--- src/rtl/overflow_monitor_pkg.sv ---
// -----------------------------------------------------------------------------
// overflow_monitor_pkg
// Shared definitions for the overflow monitor slice:
//   - state_t      : snapshot handshake states (IDLE, HOLD)
//   - COUNT_W      : width of the upstream enable counter value
//   - snap_width() : width of one {wrap_count, count_in} snapshot
// -----------------------------------------------------------------------------
package overflow_monitor_pkg;

    localparam int COUNT_W = 4;

    typedef enum logic [0:0] {
        IDLE = 1'b0,
        HOLD = 1'b1
    } state_t;

    function automatic int snap_width(input int wrap_w);
        return wrap_w + COUNT_W;
    endfunction

endpackage

--- src/rtl/overflow_monitor_edge_sat_counter.sv ---
// -----------------------------------------------------------------------------
// ovf_edge_sat_counter
// Rising-edge detect on the counter overflow level plus a saturating wrap
// counter with a sticky saturated flag.
// Ports:
//   clk, reset  : clock, asynchronous active-high reset
//   clear       : synchronous clear of wrap_count and saturated (wins over
//                 an event on the same edge); the edge detector is untouched
//   ovf_in      : overflow level from the counter
//   wrap_count  : registered event count, holds at all-ones
//   wrap_next   : value wrap_count takes at the next edge (for the alarm)
//   saturated   : sticky, set when wrap_count reaches all-ones
// -----------------------------------------------------------------------------
module ovf_edge_sat_counter
    import overflow_monitor_pkg::*;
#(
    parameter int WRAP_W = 8
) (
    input  logic              clk,
    input  logic              reset,
    input  logic              clear,
    input  logic              ovf_in,
    output logic [WRAP_W-1:0] wrap_count,
    output logic [WRAP_W-1:0] wrap_next,
    output logic              saturated
);

    logic ovf_d;
    logic ovf_event;
    logic saturated_next;

    assign ovf_event = ovf_in & ~ovf_d;

    always_comb begin
        wrap_next      = wrap_count;
        saturated_next = saturated;
        if (clear) begin
            wrap_next      = '0;
            saturated_next = 1'b0;
        end else if (ovf_event && (wrap_count != '1)) begin
            wrap_next = wrap_count + WRAP_W'(1);
            if (wrap_next == '1) begin
                saturated_next = 1'b1;
            end
        end
    end

    always_ff @(posedge clk or posedge reset) begin
        if (reset) begin
            ovf_d      <= 1'b0;
            wrap_count <= '0;
            saturated  <= 1'b0;
        end else begin
            ovf_d      <= ovf_in;
            wrap_count <= wrap_next;
            saturated  <= saturated_next;
        end
    end

endmodule

--- src/rtl/overflow_monitor.sv ---
// -----------------------------------------------------------------------------
// overflow_monitor
// Converts the 4-bit counter's overflow level into a saturating wrap count,
// raises a registered threshold alarm, and hands out atomic snapshots of
// {wrap_count, count_in} over a valid/ready handshake.
// Ports:
//   clk, reset  : clock, asynchronous active-high reset
//   clear       : synchronous clear of wrap_count, saturated, alarm
//   ovf_in      : counter overflow level
//   count_in    : counter value
//   snap_req    : one-cycle snapshot request
//   snap_ready  : consumer accepts the held snapshot
//   snap_valid  : snapshot held and valid
//   snap_data   : {wrap_count, count_in} captured at request
//   snap_drop   : sticky, a request arrived while a snapshot was pending
//   wrap_count  : saturating overflow event count
//   saturated   : sticky, wrap_count reached all-ones
//   alarm       : wrap_count >= THRESH
// All outputs come straight from flops.
// -----------------------------------------------------------------------------
module overflow_monitor
    import overflow_monitor_pkg::*;
#(
    parameter int WRAP_W = 8,
    parameter int THRESH = 10
) (
    input  logic                      clk,
    input  logic                      reset,
    input  logic                      clear,
    input  logic                      ovf_in,
    input  logic [COUNT_W-1:0]        count_in,
    input  logic                      snap_req,
    input  logic                      snap_ready,
    output logic                      snap_valid,
    output logic [WRAP_W+COUNT_W-1:0] snap_data,
    output logic                      snap_drop,
    output logic [WRAP_W-1:0]         wrap_count,
    output logic                      saturated,
    output logic                      alarm
);

    localparam int SNAP_W = snap_width(WRAP_W);
    localparam logic [WRAP_W-1:0] THRESH_V = WRAP_W'(THRESH);

    logic [WRAP_W-1:0] wrap_next;
    state_t            state;

    ovf_edge_sat_counter #(
        .WRAP_W (WRAP_W)
    ) u_counter (
        .clk        (clk),
        .reset      (reset),
        .clear      (clear),
        .ovf_in     (ovf_in),
        .wrap_count (wrap_count),
        .wrap_next  (wrap_next),
        .saturated  (saturated)
    );

    // Compare against the next count so the alarm rises on the same edge as
    // the crossing increment; clear forces wrap_next to 0 and THRESH >= 1.
    always_ff @(posedge clk or posedge reset) begin
        if (reset) begin
            alarm <= 1'b0;
        end else begin
            alarm <= (wrap_next >= THRESH_V);
        end
    end

    // Snapshot captures the pre-update wrap_count, so a same-edge event is
    // seen only by the following snapshot.
    always_ff @(posedge clk or posedge reset) begin
        if (reset) begin
            state     <= IDLE;
            snap_data <= '0;
            snap_drop <= 1'b0;
        end else begin
            case (state)
                IDLE: begin
                    if (snap_req) begin
                        snap_data <= SNAP_W'({wrap_count, count_in});
                        state     <= HOLD;
                    end
                end
                HOLD: begin
                    if (snap_req) begin
                        snap_drop <= 1'b1;
                    end else if (snap_ready) begin
                        snap_drop <= 1'b0;
                    end
                    if (snap_ready) begin
                        state <= IDLE;
                    end
                end
                default: state <= IDLE;
            endcase
        end
    end

    assign snap_valid = (state == HOLD);

endmodule

--- config.mk ---
export PLATFORM = sky130hd
export DESIGN_NAME = overflow_monitor
export DESIGN_NICKNAME = d
export VERILOG_FILES = /design/src/rtl/overflow_monitor_pkg.sv /design/src/rtl/overflow_monitor_edge_sat_counter.sv /design/src/rtl/overflow_monitor.sv
export SDC_FILE = /design/constraint.sdc
export NUM_CORES = 1
export LEC_CHECK = 0
export BUFFER_PORTS_ARGS = -buffer_cell sky130_fd_sc_hd__buf_4
export CAP_MARGIN = 20
export CORE_MARGIN = 3
export CORE_UTILIZATION = 45
export CTS_BUF_LIST = sky130_fd_sc_hd__clkbuf_16
export DETAILED_ROUTE_END_ITERATION = 8
export PLACE_DENSITY = 0.68
export SLEW_MARGIN = 10
export SYNTH_ARGS = -nofsm -noshare
export SYNTH_HDL_FRONTEND = slang
export SYNTH_HIERARCHICAL = 1
export SYNTH_SLANG_ARGS = --single-unit
--- constraint.sdc ---
create_clock -name clk -period 2 [get_ports clk]
set_input_delay 0 -clock clk [delete_from_list [all_inputs] [get_ports clk]]
set_output_delay 0 -clock clk [all_outputs]
set_load 0.005 [all_outputs]
---- Word level (Yosys, flattened, before mapping) ----
Index checks and enable logic that the tools add are counted.
storage, ports and cells
  flip-flop bits (word level) ............. 25
  bits of input ports ..................... 10
  word-level logic and storage cells ...... 31
operators by class
  add/subtract/negate cells ............... 1
  magnitude comparators ................... 1
  eq/ne operators ......................... 2
  mux-type cells .......................... 10
  bitwise operators ....................... 3
  reductions and logical operators ........ 7
operator list
  kind                   number
  $mux W8                2
  $add A8 B1 Y8 const B  1
  $eq A8 B8 Y1 const B   1
  $ge A8 B4 Y1 const B   1
  $ne A8 B8 Y1 const B   1
  $mux W1                7
  $reduce_and A2 Y1      3
  $reduce_bool A2 Y1     3
  $not A1 Y1             2
  $pmux W1 S2            1
  $and A1 B1 Y1          1
  $logic_and A1 B1 Y1    1

---- Logic depth before layout (Yosys ltp) ----
Gate-level depths: netlist of run 1.
  depth in word-level cells ............... 6
  depth in mapped cells ................... 7
  depth with buffers taken out ............ 6

---- Hierarchy ----
Netlist of run 1, hierarchy kept.
by module, submodules not included
  module                instances  cells each  area an instance (um2)  seq. area each (um2)
  overflow_monitor      1          36          621.8                   375.4
  ovf_edge_sat_counter  1          59          583.1                   250.2

---- Least setup slack after synthesis of run 1 ----
No wires, ideal clock.
  path type ............................... flip-flop to flip-flop
  start ................................... register u_counter.wrap_count[0]
  end ..................................... register alarm
  library setup time ...................... 129 ps
  data arrival time ....................... 1549 ps
  data required time ...................... 1871 ps
  slack ................................... 323 ps
  cell stages (with the launch flop) ...... 7
  buffers on the path ..................... 1
  clock period less this slack ............ 1677 ps
  path through ............................ dfrtp_1 -> ha_1 -> clkbuf_1 -> a41o_1 -> mux2_1 -> o21ai_0 -> nand2_1
between the ends
  longest elaborated chain between the ends .. 5
  elaborated cells on any way between the ends .. 6
RTL lines
  what                                                   line                                     source
  start, declared                                        overflow_monitor_edge_sat_counter.sv:23  output logic [WRAP_W-1:0] wrap_count,
  start signal, assigned                                 overflow_monitor_edge_sat_counter.sv:55  wrap_count <= wrap_next;
  branches (longest 2 deep; another with $add A8 B1 Y8)  n/a
  $mux W8 (*)                                            overflow_monitor_edge_sat_counter.sv:40  end else if (ovf_event && (wrap_count != '1)) begin
  $mux W8 (*)                                            overflow_monitor_edge_sat_counter.sv:37  if (clear) begin
  via wrap_next[1]                                       overflow_monitor.sv:45                   logic [WRAP_W-1:0] wrap_next;
  $ge A8 B4 Y1 (*)                                       overflow_monitor.sv:66                   alarm <= (wrap_next >= THRESH_V);
  end signal, assigned                                   overflow_monitor.sv:66
  end, declared                                          overflow_monitor.sv:39                   output logic alarm
Mark *: on every way through the listed nets, which the timed path passes.
A chain may end at the register's enable or synchronous reset.

---- Worst setup path after layout of run 1 ----
  start ................................... register u_counter.wrap_count[4]
  end ..................................... register alarm
between the ends
  longest elaborated chain between the ends .. 5
  elaborated cells on any way between the ends .. 6
RTL lines
  what                 line
  $ne A8 B8 Y1         overflow_monitor_edge_sat_counter.sv:40
  $logic_and A1 B1 Y1  overflow_monitor_edge_sat_counter.sv:40
  $mux W8              overflow_monitor_edge_sat_counter.sv:40
  $mux W8              overflow_monitor_edge_sat_counter.sv:37
  via wrap_next[1]     overflow_monitor.sv:45
  $ge A8 B4 Y1         overflow_monitor.sv:66
The timed path passes the listed nets, and every way through them passes these cells.

==> flow_summary.json, run 1 <==
{
  "avgRoutedWirePerCell_um": 15.7,
  "maxSlewHeadroom": 0.639,
  "vias": 923,
  "tritoncts": "done",
  "peakVddDrop_mv": 0.558,
  "fin_nets": 147,
  "status": "complete, no violations",
  "most-common-layout-cells": "buf_4 (35), dfrtp_1 (25), mux2_4 (10), dlygate4sd3_1 (7), inv_1 (5)",
  "syn_area_um2": 1200,
  "cts_resized": 0,
  "fin_crit_ns": 1.82,
  "yosysUniqueCellTypes": 35,
  "fin_crit_sh": 0.910,
  "place_inst": 153,
  "synth_top_area_share": 0.519,
  "start_kind": "register",
  "layout.cells.non_filler": 164,
  "hp-start": "clear",
  "final_common_cell": "buf_4",
  "reg2reg_to": "alarm",
  "wirelength_um": 2570,
  "grt_first_pass_wirelength_um": 4390,
  "yosysWarnings": 6,
  "fmax_mhz": 550,
  "syn2layout_area_growth_pct": 32.9,
  "drv_cap": 0,
  "placed_area_um2": 1450,
  "yosysTopAreaCell": "dfrtp_1",
  "setup_violations": 0,
  "fp.dieArea_um2": 3330,
  "hold_depth": 2,
  "syn_avg_cell_area_um2": 12.7,
  "dp_worst_setup_slack_ns": 0.228,
  "ys_seq_area_frac": 0.519,
  "io_pins": 34,
  "via_per_inst": 5.63,
  "setup_ws_ns": 0.181,
  "critPathMaxFanout": 9,
  "synth_fp_nets": 107,
  "synth_area_leaders": "dfrtp_1 (52%), mux2_4 (12%), ha_1 (2.1%)",
  "setup-tns-final_ns": 0,
  "total_leakage_power_nw": 0.791,
  "drt_iter0_drc": 45,
  "multi_input_area_um2": 512,
  "drtAntennaViolNets": 0,
  "initial_core_util": 0.478,
  "gp_congestion": 0.832,
  "clk_pin_slew_ns": 0.06,
  "cts_root_buf": "clkbuf_16",
  "grt_setup_unrepaired": "no",
  "drc": 0,
  "skew_ns": 0.00264,
  "grt_pass1_vias": 932,
  "critPathKind": "reg -> reg",
  "maxSlewViolCount": 0,
  "min_path_type": "in -> reg",
  "cp.arrival_ns": 1.95,
  "first_pass_iters": 4,
  "regArea_um2": 626,
  "dp_hpwl_um": 1840,
  "reg2reg_from": "u_counter/wrap_count[4]",
  "async_flop_share": 1.00,
  "required_ns": 2.13,
  "worstMarginPinSlew_ns": 0.541,
  "syn-instance-count": 95,
  "htree_levels": 1,
  "grt_usage": 0.172,
  "cts_buffers": 3,
  "placementRows": 18,
  "grt_max_degree": 16,
  "endpoint_kind": "register",
  "powerDensity_nw_per_um2": 728,
  "portBuffers": 33,
  "die_w_um": 57.7,
  "diodes": 0,
  "min_to": "u_counter/wrap_count[3]",
  "cts_sinks": 25,
  "fillers": 197,
  "grt_overflow": 0,
  "synth_seq_cells": 25,
  "clock_latency_ns": 0.25,
  "chipHeight_um": 57.7,
  "r2r_slack_ns": 0.18,
  "yosys_most_used_dff": "dfrtp_1",
  "postLayoutCellArea_um2": 1600,
  "reg2reg_depth": 5,
  "drive_above_1_share": 0.388,
  "cts_buffer_depth": 2,
  "core_area_um2": 2520,
  "hold_viol_final": 0,
  "antenna_found_initial": 0,
  "synth_edf_count": 0
}
## power breakdown
part           switching [mW]  internal, mW  leakage, nW  total (mW)
Combinational          0.0644         0.113        0.418       0.178
Clock                   0.152         0.266       0.0423       0.418
Sequential             0.0262         0.543        0.331       0.570
## area by class of cell
| type | count | share of cell area |
|---|---|---|
| clock buffer | 3 | 0.0469 |
| multi-input combinational | 59 | 0.320 |
| timing repair buffer | 42 | 0.208 |
| inverter | 4 | 0.00937 |
| sequential | 25 | 0.391 |
| tap | 30 | 0.0234 |
| clock inverter | 1 | 0.00234 |
## timing repair
action | in CTS | in global routing
buffers inserted | 0 | 0
hold buffers | 7 | 0
endpoints found under the hold margin | 32 | 0
## cell usage after synthesis (all sizes together) (3+ instances only)
| library cell | count |
|---|---|
| dfrtp | 25 |
| mux2 | 14 |
| buf | 4 |
| inv | 4 |
| nand2 | 4 |
| nor2b | 4 |
| a211oi | 3 |
| a21oi | 3 |
| a31oi | 3 |
| clkbuf | 3 |
| nor2 | 3 |
## stage by stage
stage / hold WS [ns] / total power, mW / utilization
2_1_floorplan: -0.160 / 0.668 / -
3_3_place_gp: 0.0195 / 0.742 / 0.576
3_5_place_dp: 0.0282 / 0.748 / 0.576
4_1_cts: 0.00667 / 1.18 / 0.635
5_1_grt: 0.0236 / 1.22 / 0.635
6_report: 0.0134 / 1.17 / 0.635
## state kept, by name, summed over array words and instances, names as in the netlist
| register | count |
|---|---|
| u_counter/ovf_d | 1 |
| snap_data | 12 |
| u_counter/saturated | 1 |
| alarm | 1 |
| snap_valid | 1 |
| snap_drop | 1 |
| u_counter/wrap_count | 8 |
## logic make-up after synthesis
kind of cell    synth area share
compound gates             0.103
xor+xnor                  0.0145
fa+ha+maj                 0.0208
buf+inv                   0.0561
flops                      0.519
mux                        0.162
simple gates               0.125
## worst max path at each step
stage,to,startpoint
floorplan,alarm,u_counter/wrap_count[0]
detailed placement,alarm,u_counter/wrap_count[4]
finish,alarm,u_counter/wrap_count[4]
global route,alarm,u_counter/wrap_count[0]
global placement,alarm,u_counter/wrap_count[4]
CTS,alarm,u_counter/wrap_count[4]
## per-layer routing
metal / part of all wire / track usage
met4: 0.016 / 0.0662
met1: 0.43 / 0.221
met3: 0.062 / 0.0267
met5: 0 / 0
met2: 0.49 / 0.290
## critical path, stage by stage, from the launching register on
cell,delay [ns]
dfrtp_1,0.48
and4_1,0.37
a41o_1,0.24
mux2_1,0.36
o21ai_0,0.17
nand2_1,0.07
Note: power is estimated with default switching activity, not from simulation.
==> run 2: changes to the inputs <==
--- a/config.mk
+++ b/config.mk
@@ -12,6 +12,7 @@
 export CTS_BUF_LIST = sky130_fd_sc_hd__clkbuf_16
 export DETAILED_ROUTE_END_ITERATION = 8
 export PLACE_DENSITY = 0.68
+export RECOVER_POWER = 50
 export SLEW_MARGIN = 10
 export SYNTH_ARGS = -nofsm -noshare
 export SYNTH_HDL_FRONTEND = slang
==> run 2 against run 1 <==
Compared with the run above:
- clock-buffer cell count unchanged
- clock power about the same
- via count increased by 0.54%
- wire length decreased by 0.16%
- register-to-register slack about the same
- setup slack about the same
- non-clock buffer count unchanged
- critical path type unchanged
- largest cell class unchanged
==> flow_summary.json, run 2 (synthesis gave the netlist of run 1 again) <==
{
  "grt_setup_unrepaired": "no",
  "cts_resized": 0,
  "hold-worst-slack_ns": 0.0166,
  "use_met1": 0.221,
  "worstMarginPinSlew_ns": 0.546,
  "crit_family": "flip-flops",
  "grt_pass1_vias": 932,
  "critPathKind": "reg -> reg",
  "grt_first_pass_wirelength_um": 4390,
  "diodes": 0,
  "avgRoutedWirePerCell_um": 15.7,
  "gp_congestion": 0.832,
  "initial_core_util": 0.478,
  "grt_usage": 0.172,
  "r2r_slack_ns": 0.18,
  "start_kind": "register",
  "fin_nets": 147,
  "placementRows": 18,
  "status": "complete, no violations",
  "chipHeight_um": 57.7,
  "drive_above_1_share": 0.381,
  "p_total_mw": 1.16,
  "die_w_um": 57.7,
  "setup-tns-final_ns": 0,
  "required_ns": 2.13,
  "dp_hpwl_um": 1840,
  "wirelength_um": 2570,
  "setup_violations": 0,
  "cp.arrival_ns": 1.95,
  "via_per_inst": 5.66,
  "cts_buffer_depth": 2,
  "grt_max_degree": 16,
  "maxSlewHeadroom": 0.636,
  "portBuffers": 33,
  "drv_cap": 0,
  "peakVddDrop_mv": 0.556,
  "cts_setup_buffers": 0,
  "antenna_found_initial": 0,
  "drtAntennaViolNets": 0,
  "hold_buffers": 7,
  "dp_worst_setup_slack_ns": 0.228,
  "drt_iter0_drc": 43,
  "grtUsageMet2": 0.290,
  "total_leakage_power_nw": 0.781,
  "powerDensity_nw_per_um2": 727,
  "final_common_cell": "dfrtp_1",
  "hold_viol_final": 0,
  "tritoncts": "done",
  "maxSlewViolCount": 0,
  "top_usage_layer": "met2",
  "crit_path_cell_trace": "and4_1, a41o_1, mux2_1, o21ai_0, nand2_1",
  "io_pins": 34,
  "fmax_mhz": 550,
  "most-common-layout-cells": "dfrtp_1 (25), buf_4 (18), clkbuf_4 (16), mux2_4 (10), dlygate4sd3_1 (7)",
  "largest_reg_flops": 12,
  "syn2layout_area_growth_pct": 32.6,
  "clock_latency_ns": 0.25,
  "endpoint_kind": "register",
  "critPathMaxFanout": 9,
  "gr-usage-met3": 0.0267,
  "vias": 928,
  "skew_ns": 0.00329,
  "first_pass_iters": 4,
  "core_area_um2": 2520,
  "fin_crit_sh": 0.910,
  "min_path_type": "in -> reg",
  "cts_sinks": 25,
  "cp_num_buf_inv": 0,
  "clk_pin_slew_ns": 0.06,
  "setup_ws_ns": 0.181,
  "fin_crit_ns": 1.82,
  "cts_buffers": 3,
  "cpMaxStageDelayCell": "dfrtp_1",
  "top_regs": "snap_data x12, u_counter/wrap_count x8",
  "drc": 0,
  "grt_overflow": 0,
  "cts_root_buf": "clkbuf_16",
  "fp.dieArea_um2": 3330,
  "slowest_delay_ns": 0.48,
  "regMostFlops": "snap_data",
  "htree_levels": 1
}
## run 2: changes by cell type in the layout (fill, tap and decap cells not counted), sizes merged
cell,change
buf,-17
clkbuf,+17
## run 2: area by class of cell
type	instances	area [um^2]
Multi-Input combinational cell	59	512
Inverter	4	15.0
Clock buffer	3	75.1
Timing Repair Buffer	42	329
Sequential cell	25	626
Fill cell	199	925
Clock inverter	1	3.75
Tap cell	30	37.5
## run 2: where the power goes
| group | leakage (nW) | internal, mW | total (mW) | switching [mW] |
|---|---|---|---|---|
| Clock | 0.0423 | 0.266 | 0.420 | 0.153 |
| Sequential | 0.331 | 0.543 | 0.569 | 0.0254 |
| Combinational | 0.408 | 0.110 | 0.174 | 0.0640 |
## run 2: metal layers
layer | vias up | share of wire
li1 | 430 | -
met5 | - | 0
met1 | 453 | 0.43
met3 | 4 | 0.052
met4 | 0 | 0.013
met2 | 41 | 0.50
## run 2: stage by stage
stage | instance area, um^2 | util | cells
2_1_floorplan | 1200 | - | 95
3_3_place_gp | 1450 | 0.576 | 153
3_5_place_dp | 1450 | 0.576 | 153
4_1_cts | 1600 | 0.635 | 164
5_1_grt | 1600 | 0.633 | 164
6_report | 1600 | 0.633 | 164
## run 2: worst register-to-register path: cells and delay by family, from the launching register on
family | cells | cell delay, ns
compound gates | 2 | 0.42
flops | 1 | 0.48
mux | 1 | 0.36
simple gates | 2 | 0.44
## run 2: path summary, 6_finish.rpt
check                                         from                 endpoint  cells past startpoint
min in group asynchronous                    reset  u_counter/wrap_count[6]                      3
setup / recovery           u_counter/wrap_count[4]                    alarm                      5
max in group asynchronous                    reset             snap_data[7]                      3
setup reg to reg           u_counter/wrap_count[4]                    alarm                      5
hold reg to reg                       snap_data[0]             snap_data[0]                      1
hold / removal                               clear  u_counter/wrap_count[3]                      2
==> run 3: changes to the inputs <==
--- a/config.mk
+++ b/config.mk
@@ -5,13 +5,13 @@
 export SDC_FILE = /design/constraint.sdc
 export NUM_CORES = 1
 export LEC_CHECK = 0
-export BUFFER_PORTS_ARGS = -buffer_cell sky130_fd_sc_hd__buf_4
 export CAP_MARGIN = 20
 export CORE_MARGIN = 3
 export CORE_UTILIZATION = 45
 export CTS_BUF_LIST = sky130_fd_sc_hd__clkbuf_16
 export DETAILED_ROUTE_END_ITERATION = 8
-export PLACE_DENSITY = 0.68
+export DONT_BUFFER_PORTS = 1
+export PLACE_DENSITY = 0.57
 export RECOVER_POWER = 50
 export SLEW_MARGIN = 10
 export SYNTH_ARGS = -nofsm -noshare
==> constraint.sdc (replaced) <==
create_clock -name clk -period 2.03 [get_ports clk]
set_input_delay 0 -clock clk [delete_from_list [all_inputs] [get_ports clk]]
set_output_delay 0 -clock clk [all_outputs]
set_load 0.005 [all_outputs]
==> run 3 against run 2 <==
Compared with the run above:
- cell area fell by 12%
- clock skew barely moved
- combinational power fell by 36%
- hold slack improved by 0.0025 ns
- first-iteration DRC count rose by 47%
- sequential power barely moved
- die area did not move
- critical path type unchanged
==> flow_summary.json, run 3 (synthesis gave the netlist of run 1 again) <==
{
  "fin_nets": 119,
  "core_area_um2": 2520,
  "io_pins": 34,
  "drv_cap": 0,
  "setup_violations": 0,
  "start_kind": "register",
  "chipHeight_um": 57.7,
  "slowest_delay_ns": 0.50,
  "regMostFlops": "snap_data",
  "cts_buffer_depth": 2,
  "clk_pin_slew_ns": 0.06,
  "maxSlewViolCount": 0,
  "grt_overflow": 0,
  "grt_usage": 0.152,
  "grt_setup_unrepaired": "no",
  "total_leakage_power_nw": 0.645,
  "drc": 0,
  "top_regs": "snap_data x12, u_counter/wrap_count x8",
  "status": "complete, no violations",
  "setup-tns-final_ns": 0,
  "cts_root_buf": "clkbuf_16",
  "cts_sinks": 25,
  "portBuffers": 0,
  "crit_path_cell_trace": "and4_1, a41o_1, mux2_1, o21ai_0, nand2_1",
  "cts_buffers": 3,
  "critPathKind": "reg -> reg",
  "hold_viol_final": 0,
  "clock_latency_ns": 0.25,
  "setup_ws_ns": 0.170,
  "skew_ns": 0.00309,
  "drtAntennaViolNets": 0,
  "fin_util": 0.555,
  "min_path_type": "in -> reg",
  "most-common-layout-cells": "dfrtp_1 (25), mux2_4 (10), dlygate4sd3_1 (10), inv_1 (5)",
  "worstMarginPinSlew_ns": 0.550,
  "via_per_inst": 5.82,
  "largest_reg_flops": 12,
  "htree_levels": 1,
  "placementRows": 18,
  "grt_first_pass_wirelength_um": 4030,
  "critPathMaxFanout": 9,
  "endpoint_kind": "register",
  "tritoncts": "done",
  "required_ns": 2.16,
  "grt_max_degree": 16,
  "cpMaxStageDelayCell": "dfrtp_1",
  "place_inst": 122,
  "final_common_cell": "dfrtp_1",
  "peakVddDrop_mv": 0.520,
  "syn2layout_area_growth_pct": 16.1,
  "die_w_um": 57.7,
  "gp_congestion": 0.789,
  "cp.arrival_ns": 1.99,
  "dp_hpwl_um": 1630,
  "drt_iter0_drc": 63,
  "avgRoutedWirePerCell_um": 17.8,
  "fin_crit_ns": 1.86,
  "fin_crit_sh": 0.916,
  "powerDensity_nw_per_um2": 785,
  "fmax_mhz": 538,
  "drive_above_1_share": 0.198,
  "first_pass_iters": 4,
  "dp_worst_setup_slack_ns": 0.189,
  "diodes": 0,
  "cts_resized": 0,
  "fp.dieArea_um2": 3330,
  "antenna_found_initial": 0,
  "initial_core_util": 0.478,
  "grt_pass1_vias": 833,
  "layout.cells.non_filler": 136,
  "maxSlewHeadroom": 0.633,
  "vias": 791,
  "wirelength_um": 2420
}
run 3: changes by cell type in the layout (fill, tap and decap cells not counted), sizes merged:
cell	before	now
dlygate4sd3	7	10
clkbuf	20	3
buf	18	4
run 3: what timing repair did:
item | CTS | global route
hold buffers | 10 | 0
setup buffers | 0 | 0
hold endpoints to repair | 42 | 0
run 3: layout make-up:
type | instances | area, um^2
clock inverter | 1 | 3.75
fill | 209 | 1120
inverter | 4 | 15.0
sequential | 25 | 626
timing repair buffer | 14 | 130
clock buffer | 3 | 75.1
multi-input combinational | 59 | 512
tap | 30 | 37.5
run 3: power breakdown:
group          switching, mW  internal, mW  leakage [nW]
Sequential            0.0336         0.535         0.331
Clock                  0.157         0.263        0.0423
Combinational         0.0448        0.0659         0.272
run 3: path summary, 6_finish.rpt:
path                       cells past startpoint                      end                     from  slack (ns)
min in group asynchronous                      2          u_counter/ovf_d                    reset        0.20
hold reg to reg                                1             snap_data[2]             snap_data[2]        0.53
setup / recovery                               5                    alarm  u_counter/wrap_count[4]        0.17
max in group asynchronous                      2             snap_data[7]                    reset        1.41
setup reg to reg                               5                    alarm  u_counter/wrap_count[4]        0.17
hold / removal                                 2  u_counter/wrap_count[1]                    clear        0.02
run 3: metal layers:
| layer | vias up | track usage | share of wire |
|---|---|---|---|
| met5 | - | 0 | 0 |
| met4 | 0 | 0.0464 | 0.0050 |
| met3 | 2 | 0.0267 | 0.065 |
| met2 | 27 | 0.240 | 0.48 |
| met1 | 394 | 0.213 | 0.45 |
| li1 | 368 | - | - |
run 3: metrics by stage:
stage,hold WS (ns),power [mW],area [um^2]
3_5_place_dp,-0.0954,0.667,1220
6_report,0.0191,1.10,1400
2_1_floorplan,-0.160,0.658,1200
5_1_grt,0.0328,1.15,1400
4_1_cts,0.0154,1.11,1400
3_3_place_gp,-0.105,0.664,1220
run 3: critical path, delay by kind of cell, from the launching register on:
kind             cells  cell delay [ns]
AO/OA/AOI/OAI        2             0.45
flip-flops           1             0.50
multiplexers         1             0.35
AND/OR/NAND/NOR      2             0.43
